## src/rtl/axi_bseq_pkg.sv

```systemverilog
// Shared defaults and field layout for write-response order tracking.
package axi_bseq_pkg;

    localparam int DEF_N_ID      = 4;
    localparam int DEF_ID_WIDTH  = 2;
    localparam int DEF_SEQ_WIDTH = 4;
    localparam int DEF_MAX_OUT   = 15;

    // Response tag layout at the default widths: sequence tag above, ID in the low bits.
    typedef struct packed {
        logic [DEF_SEQ_WIDTH-1:0] seq;
        logic [DEF_ID_WIDTH-1:0]  id;
    } bid_t;

endpackage

```

## src/rtl/b_resp_order_tracker_if.sv

```systemverilog
// Issue channel and write-response channel seen by the order tracker.
interface b_resp_order_tracker_if #(
    parameter int ID_WIDTH  = 2,
    parameter int SEQ_WIDTH = 4
);
    logic                          issue_valid;
    logic [ID_WIDTH-1:0]           issue_id;
    logic                          issue_ready;
    logic [SEQ_WIDTH-1:0]          issue_seq;
    logic [ID_WIDTH+SEQ_WIDTH-1:0] BID;
    logic                          BVALID;
    logic                          BREADY;
    logic                          b_match;

    // Traffic source: issues writes and presents responses.
    modport master (
        output issue_valid, issue_id, BID, BVALID, BREADY,
        input  issue_ready, issue_seq, b_match
    );

    // Tracker side.
    modport slave (
        input  issue_valid, issue_id, BID, BVALID, BREADY,
        output issue_ready, issue_seq, b_match
    );
endinterface

```

## src/rtl/b_id_seq_slice.sv

```systemverilog
// One write ID: issued/returned counter pair, room check and in-order compare.
module b_id_seq_slice #(
    parameter int SEQ_WIDTH = 4,
    parameter int MAX_OUT   = 15
) (
    input  logic                 clk,
    input  logic                 reset,
    input  logic                 issue_en,
    input  logic                 retire_en,
    input  logic [SEQ_WIDTH-1:0] rsp_seq,
    output logic [SEQ_WIDTH-1:0] iss_seq,
    output logic                 can_issue,
    output logic                 seq_match,
    output logic                 out_nz
);
    localparam logic [SEQ_WIDTH-1:0] SEQ_ZERO  = {SEQ_WIDTH{1'b0}};
    localparam logic [SEQ_WIDTH-1:0] SEQ_ONE   = {{(SEQ_WIDTH-1){1'b0}}, 1'b1};
    localparam logic [SEQ_WIDTH-1:0] MAX_OUT_W = SEQ_WIDTH'(MAX_OUT);

    logic [SEQ_WIDTH-1:0] iss_cnt_q, iss_cnt_d;
    logic [SEQ_WIDTH-1:0] ret_cnt_q, ret_cnt_d;
    logic [SEQ_WIDTH-1:0] out_s;

    // Outstanding count is the modular distance between the two counters.
    always_comb begin
        out_s     = iss_cnt_q - ret_cnt_q;
        out_nz    = (out_s != SEQ_ZERO);
        can_issue = (out_s < MAX_OUT_W);
        seq_match = out_nz && (rsp_seq == ret_cnt_q);
        iss_seq   = iss_cnt_q;
    end

    // Counter advance; both may step on the same edge, wrapping naturally.
    always_comb begin
        iss_cnt_d = iss_cnt_q;
        ret_cnt_d = ret_cnt_q;
        if (issue_en) begin
            iss_cnt_d = iss_cnt_q + SEQ_ONE;
        end else begin
            iss_cnt_d = iss_cnt_q;
        end
        if (retire_en) begin
            ret_cnt_d = ret_cnt_q + SEQ_ONE;
        end else begin
            ret_cnt_d = ret_cnt_q;
        end
    end

    // Counter registers; reset discards all tracking.
    always_ff @(posedge clk) begin
        if (reset) begin
            iss_cnt_q <= SEQ_ZERO;
            ret_cnt_q <= SEQ_ZERO;
        end else begin
            iss_cnt_q <= iss_cnt_d;
            ret_cnt_q <= ret_cnt_d;
        end
    end
endmodule

```

## src/rtl/b_resp_order_tracker.sv

```systemverilog
// Per-ID write-response order tracker: ID decode/mux, error pulses and busy flag.
module b_resp_order_tracker
    import axi_bseq_pkg::*;
#(
    parameter int N_ID      = DEF_N_ID,
    parameter int ID_WIDTH  = DEF_ID_WIDTH,
    parameter int SEQ_WIDTH = DEF_SEQ_WIDTH,
    parameter int MAX_OUT   = DEF_MAX_OUT
) (
    input  logic                   clk,
    input  logic                   reset,
    b_resp_order_tracker_if.slave  bus,
    output logic                   err_order,
    output logic                   err_id,
    output logic                   busy
);
    localparam logic [ID_WIDTH:0] N_ID_W = (ID_WIDTH+1)'(N_ID);

    logic [ID_WIDTH-1:0]  bid_id_s;
    logic [SEQ_WIDTH-1:0] bid_seq_s;
    logic                 bid_id_ok_s;

    logic [SEQ_WIDTH-1:0] iss_seq_s [N_ID];
    logic [N_ID-1:0]      can_issue_s, seq_match_s, out_nz_s;
    logic [N_ID-1:0]      issue_hit_s, bid_hit_s, issue_en_s, retire_en_s;

    logic [SEQ_WIDTH-1:0] issue_seq_s;
    logic                 issue_ready_s, b_match_s;

    logic err_order_q, err_order_d;
    logic err_id_q, err_id_d;
    logic busy_q, busy_d;

    assign bid_id_s    = bus.BID[ID_WIDTH-1:0];
    assign bid_seq_s   = bus.BID[ID_WIDTH+SEQ_WIDTH-1:ID_WIDTH];
    assign bid_id_ok_s = ({1'b0, bid_id_s} < N_ID_W);

    // ID decode, AND-OR mux of the selected slice, and per-slice step enables.
    always_comb begin
        issue_hit_s   = {N_ID{1'b0}};
        bid_hit_s     = {N_ID{1'b0}};
        issue_en_s    = {N_ID{1'b0}};
        retire_en_s   = {N_ID{1'b0}};
        issue_seq_s   = {SEQ_WIDTH{1'b0}};
        issue_ready_s = 1'b0;
        b_match_s     = 1'b0;
        for (int i = 0; i < N_ID; i++) begin
            issue_hit_s[i] = (bus.issue_id == ID_WIDTH'(i));
            bid_hit_s[i]   = (bid_id_s == ID_WIDTH'(i));
            issue_seq_s    = issue_seq_s | (iss_seq_s[i] & {SEQ_WIDTH{issue_hit_s[i]}});
            issue_ready_s  = issue_ready_s | (issue_hit_s[i] & can_issue_s[i]);
            b_match_s      = b_match_s | (bid_hit_s[i] & seq_match_s[i]);
        end
        b_match_s = b_match_s & bus.BVALID;
        for (int i = 0; i < N_ID; i++) begin
            issue_en_s[i]  = bus.issue_valid & issue_ready_s & issue_hit_s[i];
            retire_en_s[i] = bus.BVALID & bus.BREADY & b_match_s & bid_hit_s[i];
        end
    end

    for (genvar g = 0; g < N_ID; g++) begin : g_slice
        b_id_seq_slice #(
            .SEQ_WIDTH (SEQ_WIDTH),
            .MAX_OUT   (MAX_OUT)
        ) u_slice (
            .clk       (clk),
            .reset     (reset),
            .issue_en  (issue_en_s[g]),
            .retire_en (retire_en_s[g]),
            .rsp_seq   (bid_seq_s),
            .iss_seq   (iss_seq_s[g]),
            .can_issue (can_issue_s[g]),
            .seq_match (seq_match_s[g]),
            .out_nz    (out_nz_s[g])
        );
    end

    // Error classification of accepted responses and busy reduction.
    always_comb begin
        err_order_d = bus.BVALID & bus.BREADY & bid_id_ok_s & ~b_match_s;
        err_id_d    = bus.BVALID & bus.BREADY & ~bid_id_ok_s;
        busy_d      = |out_nz_s;
    end

    // Status registers: one-cycle error pulses and lagging busy.
    always_ff @(posedge clk) begin
        if (reset) begin
            err_order_q <= 1'b0;
            err_id_q    <= 1'b0;
            busy_q      <= 1'b0;
        end else begin
            err_order_q <= err_order_d;
            err_id_q    <= err_id_d;
            busy_q      <= busy_d;
        end
    end

    assign bus.issue_ready = issue_ready_s;
    assign bus.issue_seq   = issue_seq_s;
    assign bus.b_match     = b_match_s;
    assign err_order       = err_order_q;
    assign err_id          = err_id_q;
    assign busy            = busy_q;
endmodule

```

## src/flat_wrapper.sv

```systemverilog
// flat-port wrapper written by rule: the top's interface ports become plain ports
module b_resp_order_tracker_flat import axi_bseq_pkg::*;
#(
    parameter int N_ID      = DEF_N_ID,
    parameter int ID_WIDTH  = DEF_ID_WIDTH,
    parameter int SEQ_WIDTH = DEF_SEQ_WIDTH,
    parameter int MAX_OUT   = DEF_MAX_OUT
)
  (clk, reset, err_order, err_id, busy, bus_issue_valid, bus_issue_id, bus_BID, bus_BVALID, bus_BREADY, bus_issue_ready, bus_issue_seq, bus_b_match);
  b_resp_order_tracker_if #(.ID_WIDTH(ID_WIDTH), .SEQ_WIDTH(SEQ_WIDTH)) bus_i ();
  input  logic clk;
  input  logic reset;
  output logic err_order;
  output logic err_id;
  output logic busy;
  input wire logic [$bits(bus_i.issue_valid)-1:0] bus_issue_valid;
  input wire logic [$bits(bus_i.issue_id)-1:0] bus_issue_id;
  input wire logic [$bits(bus_i.BID)-1:0] bus_BID;
  input wire logic [$bits(bus_i.BVALID)-1:0] bus_BVALID;
  input wire logic [$bits(bus_i.BREADY)-1:0] bus_BREADY;
  output wire logic [$bits(bus_i.issue_ready)-1:0] bus_issue_ready;
  output wire logic [$bits(bus_i.issue_seq)-1:0] bus_issue_seq;
  output wire logic [$bits(bus_i.b_match)-1:0] bus_b_match;
  assign bus_i.issue_valid = bus_issue_valid;
  assign bus_i.issue_id = bus_issue_id;
  assign bus_i.BID = bus_BID;
  assign bus_i.BVALID = bus_BVALID;
  assign bus_i.BREADY = bus_BREADY;
  assign bus_issue_ready = bus_i.issue_ready;
  assign bus_issue_seq = bus_i.issue_seq;
  assign bus_b_match = bus_i.b_match;
  b_resp_order_tracker #(.N_ID(N_ID), .ID_WIDTH(ID_WIDTH), .SEQ_WIDTH(SEQ_WIDTH), .MAX_OUT(MAX_OUT)) u_core (.clk(clk), .reset(reset), .bus(bus_i), .err_order(err_order), .err_id(err_id), .busy(busy));
endmodule
```

## config.mk

```make
export PLATFORM = sky130hd
export DESIGN_NAME = b_resp_order_tracker_flat
export DESIGN_NICKNAME = d
export VERILOG_FILES = /design/src/rtl/axi_bseq_pkg.sv /design/src/rtl/b_resp_order_tracker_if.sv /design/src/rtl/b_id_seq_slice.sv /design/src/rtl/b_resp_order_tracker.sv /design/src/flat_wrapper.sv
export SDC_FILE = /design/constraint.sdc
export NUM_CORES = 1
export LEC_CHECK = 0
export ABC_AREA = 1
export CORE_MARGIN = 5
export CORE_UTILIZATION = 40
export CTS_CLUSTER_DIAMETER = 120
export DETAILED_ROUTE_END_ITERATION = 6
export REMOVE_ABC_BUFFERS = 1
export SLEW_MARGIN = 25
export SYNTH_ARGS = -nofsm -noshare
export SYNTH_HDL_FRONTEND = slang
export SYNTH_SLANG_ARGS = --single-unit
```

## constraint.sdc

```tcl
create_clock -name clk -period 6.5 [get_ports clk]
set_clock_uncertainty 0.2 [all_clocks]
set_input_delay 1.3 -clock clk [delete_from_list [all_inputs] [get_ports clk]]
set_output_delay 1.3 -clock clk [all_outputs]
set_load 0.03 [all_outputs]
```

==> results by group <==
Run status
  • Outcome: finished, final reports clean

Yosys
  • Share of the synthesized netlist area taken by xor and xnor gates: 6.68%
  • Adder and majority gate portion of the synthesized area: 12.0%
  • Synth Instances: 429
  • Warnings, synthesis: 0
  • Post-synthesis average cell area: 6.41 um2
  • Post-Synthesis Cell Area: 2750 um2
  • Multiplexer share of the synthesized area: 0%
  • Count of distinct cell types in the synthesized netlist: 25
  • Synthesized-area fraction occupied by and/or/nand/nor cells: 41.5%
  • Proportion of synthesized chip area in sequential cells: 24.7%
  • Combinational family with the most area after synthesis: simple AND/OR/NAND/NOR gates
  • Synthesized-area fraction occupied by ao, oa, aoi and oai cells: 5.50%
  • Flops & latches, synth: 34

Pwr
  • Net switching fraction of the power: 28.2%
  • Cell leakage power: 0.00140 uW
  • Power density relative to cell area: 141 nW/um2
  • Switching power: 122 uW
  • Portion of total power attributed to sequential cells: 49.5%
  • Part of the power in combinational logic: 16.5%
  • Clock share of power: 34.0%
  • Peak ir drop on the vdd network: 0.0668 mV
  • P_int: 311 uW

Floorplanning
  • Cell Rows: 30
  • Die Ht: 92.9 um
  • Starting density of the core: 40.7%
  • Total I/O pin count: 22
  • Overall die area: 8640 um2
  • Die X: 92.9 um
  • Total core area: 6760 um2

Clocking
  • Skew-Pair Late Insertion Delay: 0.28 ns
  • Quantity of gates resized following cts: 0
  • Maximum buffer depth of the clock tree: 2
  • Number of sinks driven by the clock tree: 34
  • TritonCTS clock tree: built
  • Clock buffer count from CTS: 5
  • Maximum level of the CTS H-tree: 2
  • Buffer count from post-CTS setup fixing: 0
  • Clk slew on worst S/H paths: 0.07 ns
  • Hold Buf Count CTS: 0
  • Buffer cell driving the clock tree root: clkbuf_8

GRT
  • Pin count of the biggest net entering global routing: 25
  • Total global routing track utilization: 16.9%
  • First-pass GRT wire length: 11800 um
  • Sum of overflow across all layers after global routing: 0
  • Initial antenna violation count: 0
  • Via count of the first global-routing pass: 2552

Detailed routing
  • DRC violation count after routing: 0
  • Detailed-router iteration count before antenna repair: 5
  • Vias after detailed routing: 2632
  • DRT antenna net count: 0
  • WL/cell: 12.7 um
  • Final wirelength: 6720 um
  • Number of violations reported at the end of detailed-routing iteration 0: 100
  • Number of vias per cell: 4.98

Cells and area
  • Number of nets in the final layout: 485
  • Synth-to-Final Area Change: 11.9%
  • Cell area after layout: 3080 um2
  • Util after Layout: 45.6%
  • Ratio of cells with drive above 1 in the final layout: 2.90%
  • Number of diodes: 0

Run
  • Number of maximum-capacitance constraint violations: 0

Worst setup path
  • Kind of capture point of the worst setup path: output pin
  • WP data arrival: 3.48 ns
  • Worst reg2reg path startpoint: u_core.g_slice[0].u_slice.iss_seq[0]$_SDFFE_PP0P_
  • Setup crit end: bus_b_match
  • Reg-to-reg slack, setup: 3.68 ns
  • Launching instance or port of the critical path: bus_BID[2]
  • Critical path class: input port to output pin
  • Critical path launch point type: input port
  • Data required time at the worst endpoint: 5.00 ns
  • Critical path peak fanout: 18
  • Worst-case reg-to-reg path depth: 12
  • End of the worst register-to-register path: u_core.g_slice[2].u_slice.iss_seq[1]$_SDFFE_PP0P_

Placed design
  • Placement-stage worst setup slack: 1.52 ns
  • Final estimated routing congestion in global placement: 0.832
  • HPWL after detailed placement: 5290 um
  • PortBufs: 20
  • Placed instance area: 3000 um2

Min path
  • Worst Hold Class: flop to flop

Timing
  • Total count of hold-check failures in the final report: 0
  • Period utilisation layout: 76.6%
  • Maximum clock frequency: 0.201 GHz
  • Total count of max-transition violations in the final report: 0
  • Setup violations, final: 0
  • Crit path time final: 4.98 ns
  • Total negative slack: 0 ns
  • Slew at the pin closest to its max-slew limit: 0.642 ns
  • Max-slew headroom: 57.1%
  • RSZ-0062 raised after global routing: false
  • Final worst setup slack: 1.52 ns
-- sequential cells by signal (all words and copies together) (netlist names) --
| register | count |
|---|---|
| u_core.busy | 1 |
| u_core.err_order | 1 |
| u_core.g_slice.u_slice.iss_seq | 16 |
| u_core.g_slice.u_slice.ret_cnt_q | 16 |
-- layout make-up --
type | instances | area (um2)
flip-flops and latches | 34 | 681
inverters | 54 | 203
repair buffers | 21 | 208
clock buffers | 7 | 76.3
multi-input cells | 332 | 1810
well taps | 80 | 100
fillers | 719 | 3680
-- worst max-delay path: stages --
cell,delay (ns)
clkdlybuf4s50_1,0.60
inv_1,0.12
nand2_1,0.07
nand2_1,0.05
nor2_1,0.08
nand2_1,0.05
nor2_1,0.08
nand2_1,0.09
nand4_4,0.21
and2_1,0.16
clkdlybuf4s50_1,0.66
-- cells in the mapped netlist --
library cell | number | area (um2)
a21oi_1 | 25 | 125
and2_1 | 2 | 12.5
buf_2 | 2 | 10.0
buf_4 | 1 | 7.51
buf_6 | 1 | 11.3
clkbuf_1 | 4 | 15.0
clkbuf_8 | 1 | 13.8
conb_1 | 1 | 3.75
dfxtp_1 | 34 | 681
fa_1 | 4 | 80.1
ha_1 | 20 | 250
inv_1 | 54 | 203
nand2_1 | 142 | 533
nand3_1 | 38 | 190
nand4_1 | 22 | 138
nand4_4 | 2 | 42.5
nor2_1 | 43 | 161
nor2_4 | 2 | 22.5
nor3_1 | 2 | 10.0
nor4_1 | 1 | 6.26
o2111ai_1 | 3 | 26.3
or2_1 | 1 | 6.26
or2_2 | 3 | 18.8
xnor2_1 | 7 | 61.3
xor2_1 | 14 | 123
-- layer usage --
metal	vias to the layer above	track usage, %	share of wire, %
met3	4	3.25	3.4
met2	34	28.9	49
met4	0	5.13	0.91
li1	1412	-	-
met1	1182	21.3	46
met5	-	0	0
-- cells by family (layout without fill, tap and decap cells) --
family / count (synthesis) / after routing
AOI/OAI and AO/OA: 28 / 28
other: 1 / 1
adders and majority gates: 24 / 24
xor gates and xnor gates: 21 / 21
buffers and inverters: 63 / 82
and+or+nand+nor: 258 / 258
DFF: 34 / 34
-- worst min-delay path by stage --
stage	start	endpoint	slack (ns)	cells after the start
final	u_core.g_slice[3].u_slice.iss_seq[0]$_SDFFE_PP0P_	u_core.g_slice[3].u_slice.iss_seq[0]$_SDFFE_PP0P_	0.29	2
after global routing	u_core.g_slice[3].u_slice.iss_seq[0]$_SDFFE_PP0P_	u_core.g_slice[3].u_slice.iss_seq[0]$_SDFFE_PP0P_	0.31	2
after CTS	u_core.g_slice[3].u_slice.iss_seq[0]$_SDFFE_PP0P_	u_core.g_slice[3].u_slice.iss_seq[0]$_SDFFE_PP0P_	0.29	2
after detailed placement	u_core.g_slice[3].u_slice.iss_seq[0]$_SDFFE_PP0P_	u_core.g_slice[3].u_slice.iss_seq[0]$_SDFFE_PP0P_	0.28	2
after global placement	u_core.g_slice[3].u_slice.iss_seq[0]$_SDFFE_PP0P_	u_core.g_slice[3].u_slice.iss_seq[0]$_SDFFE_PP0P_	0.27	2
after floorplan	u_core.g_slice[3].u_slice.iss_seq[0]$_SDFFE_PP0P_	u_core.g_slice[3].u_slice.iss_seq[0]$_SDFFE_PP0P_	0.25	2
-- placed cells by master, fill, tap and decap left out, types with 3 or more instances in the layout --
| master | count |
|---|---|
| nor2_1 | 43 |
| ha_1 | 20 |
| nand3_1 | 38 |
| xor2_1 | 14 |
| nand4_1 | 22 |
| inv_1 | 54 |
| clkbuf_8 | 5 |
| nand2_1 | 142 |
| a21oi_1 | 25 |
| clkdlybuf4s50_1 | 20 |
| fa_1 | 4 |
| o2111ai_1 | 3 |
| dfxtp_1 | 34 |
| or2_2 | 3 |
| xnor2_1 | 7 |
-- per-stage QoR --
stage	cells	total power, uW	hold slack (ns)
2_1_floorplan	420	260	0.252
3_3_place_gp	521	290	0.274
3_5_place_dp	521	291	0.281
4_1_cts	528	440	0.291
5_1_grt	528	460	0.310
6_report	528	434	0.291
-- power by group through the flow --
stage	Combinational, uW	Sequential (uW)	Clock [uW]
3_3_place_gp	70.7	219	0
2_1_floorplan	39.0	221	0
3_5_place_dp	71.7	219	0
5_1_grt	80.3	215	165
6_report	71.7	215	147
4_1_cts	72.0	215	154
No activity file was read; power rests on OpenSTA's default activity.
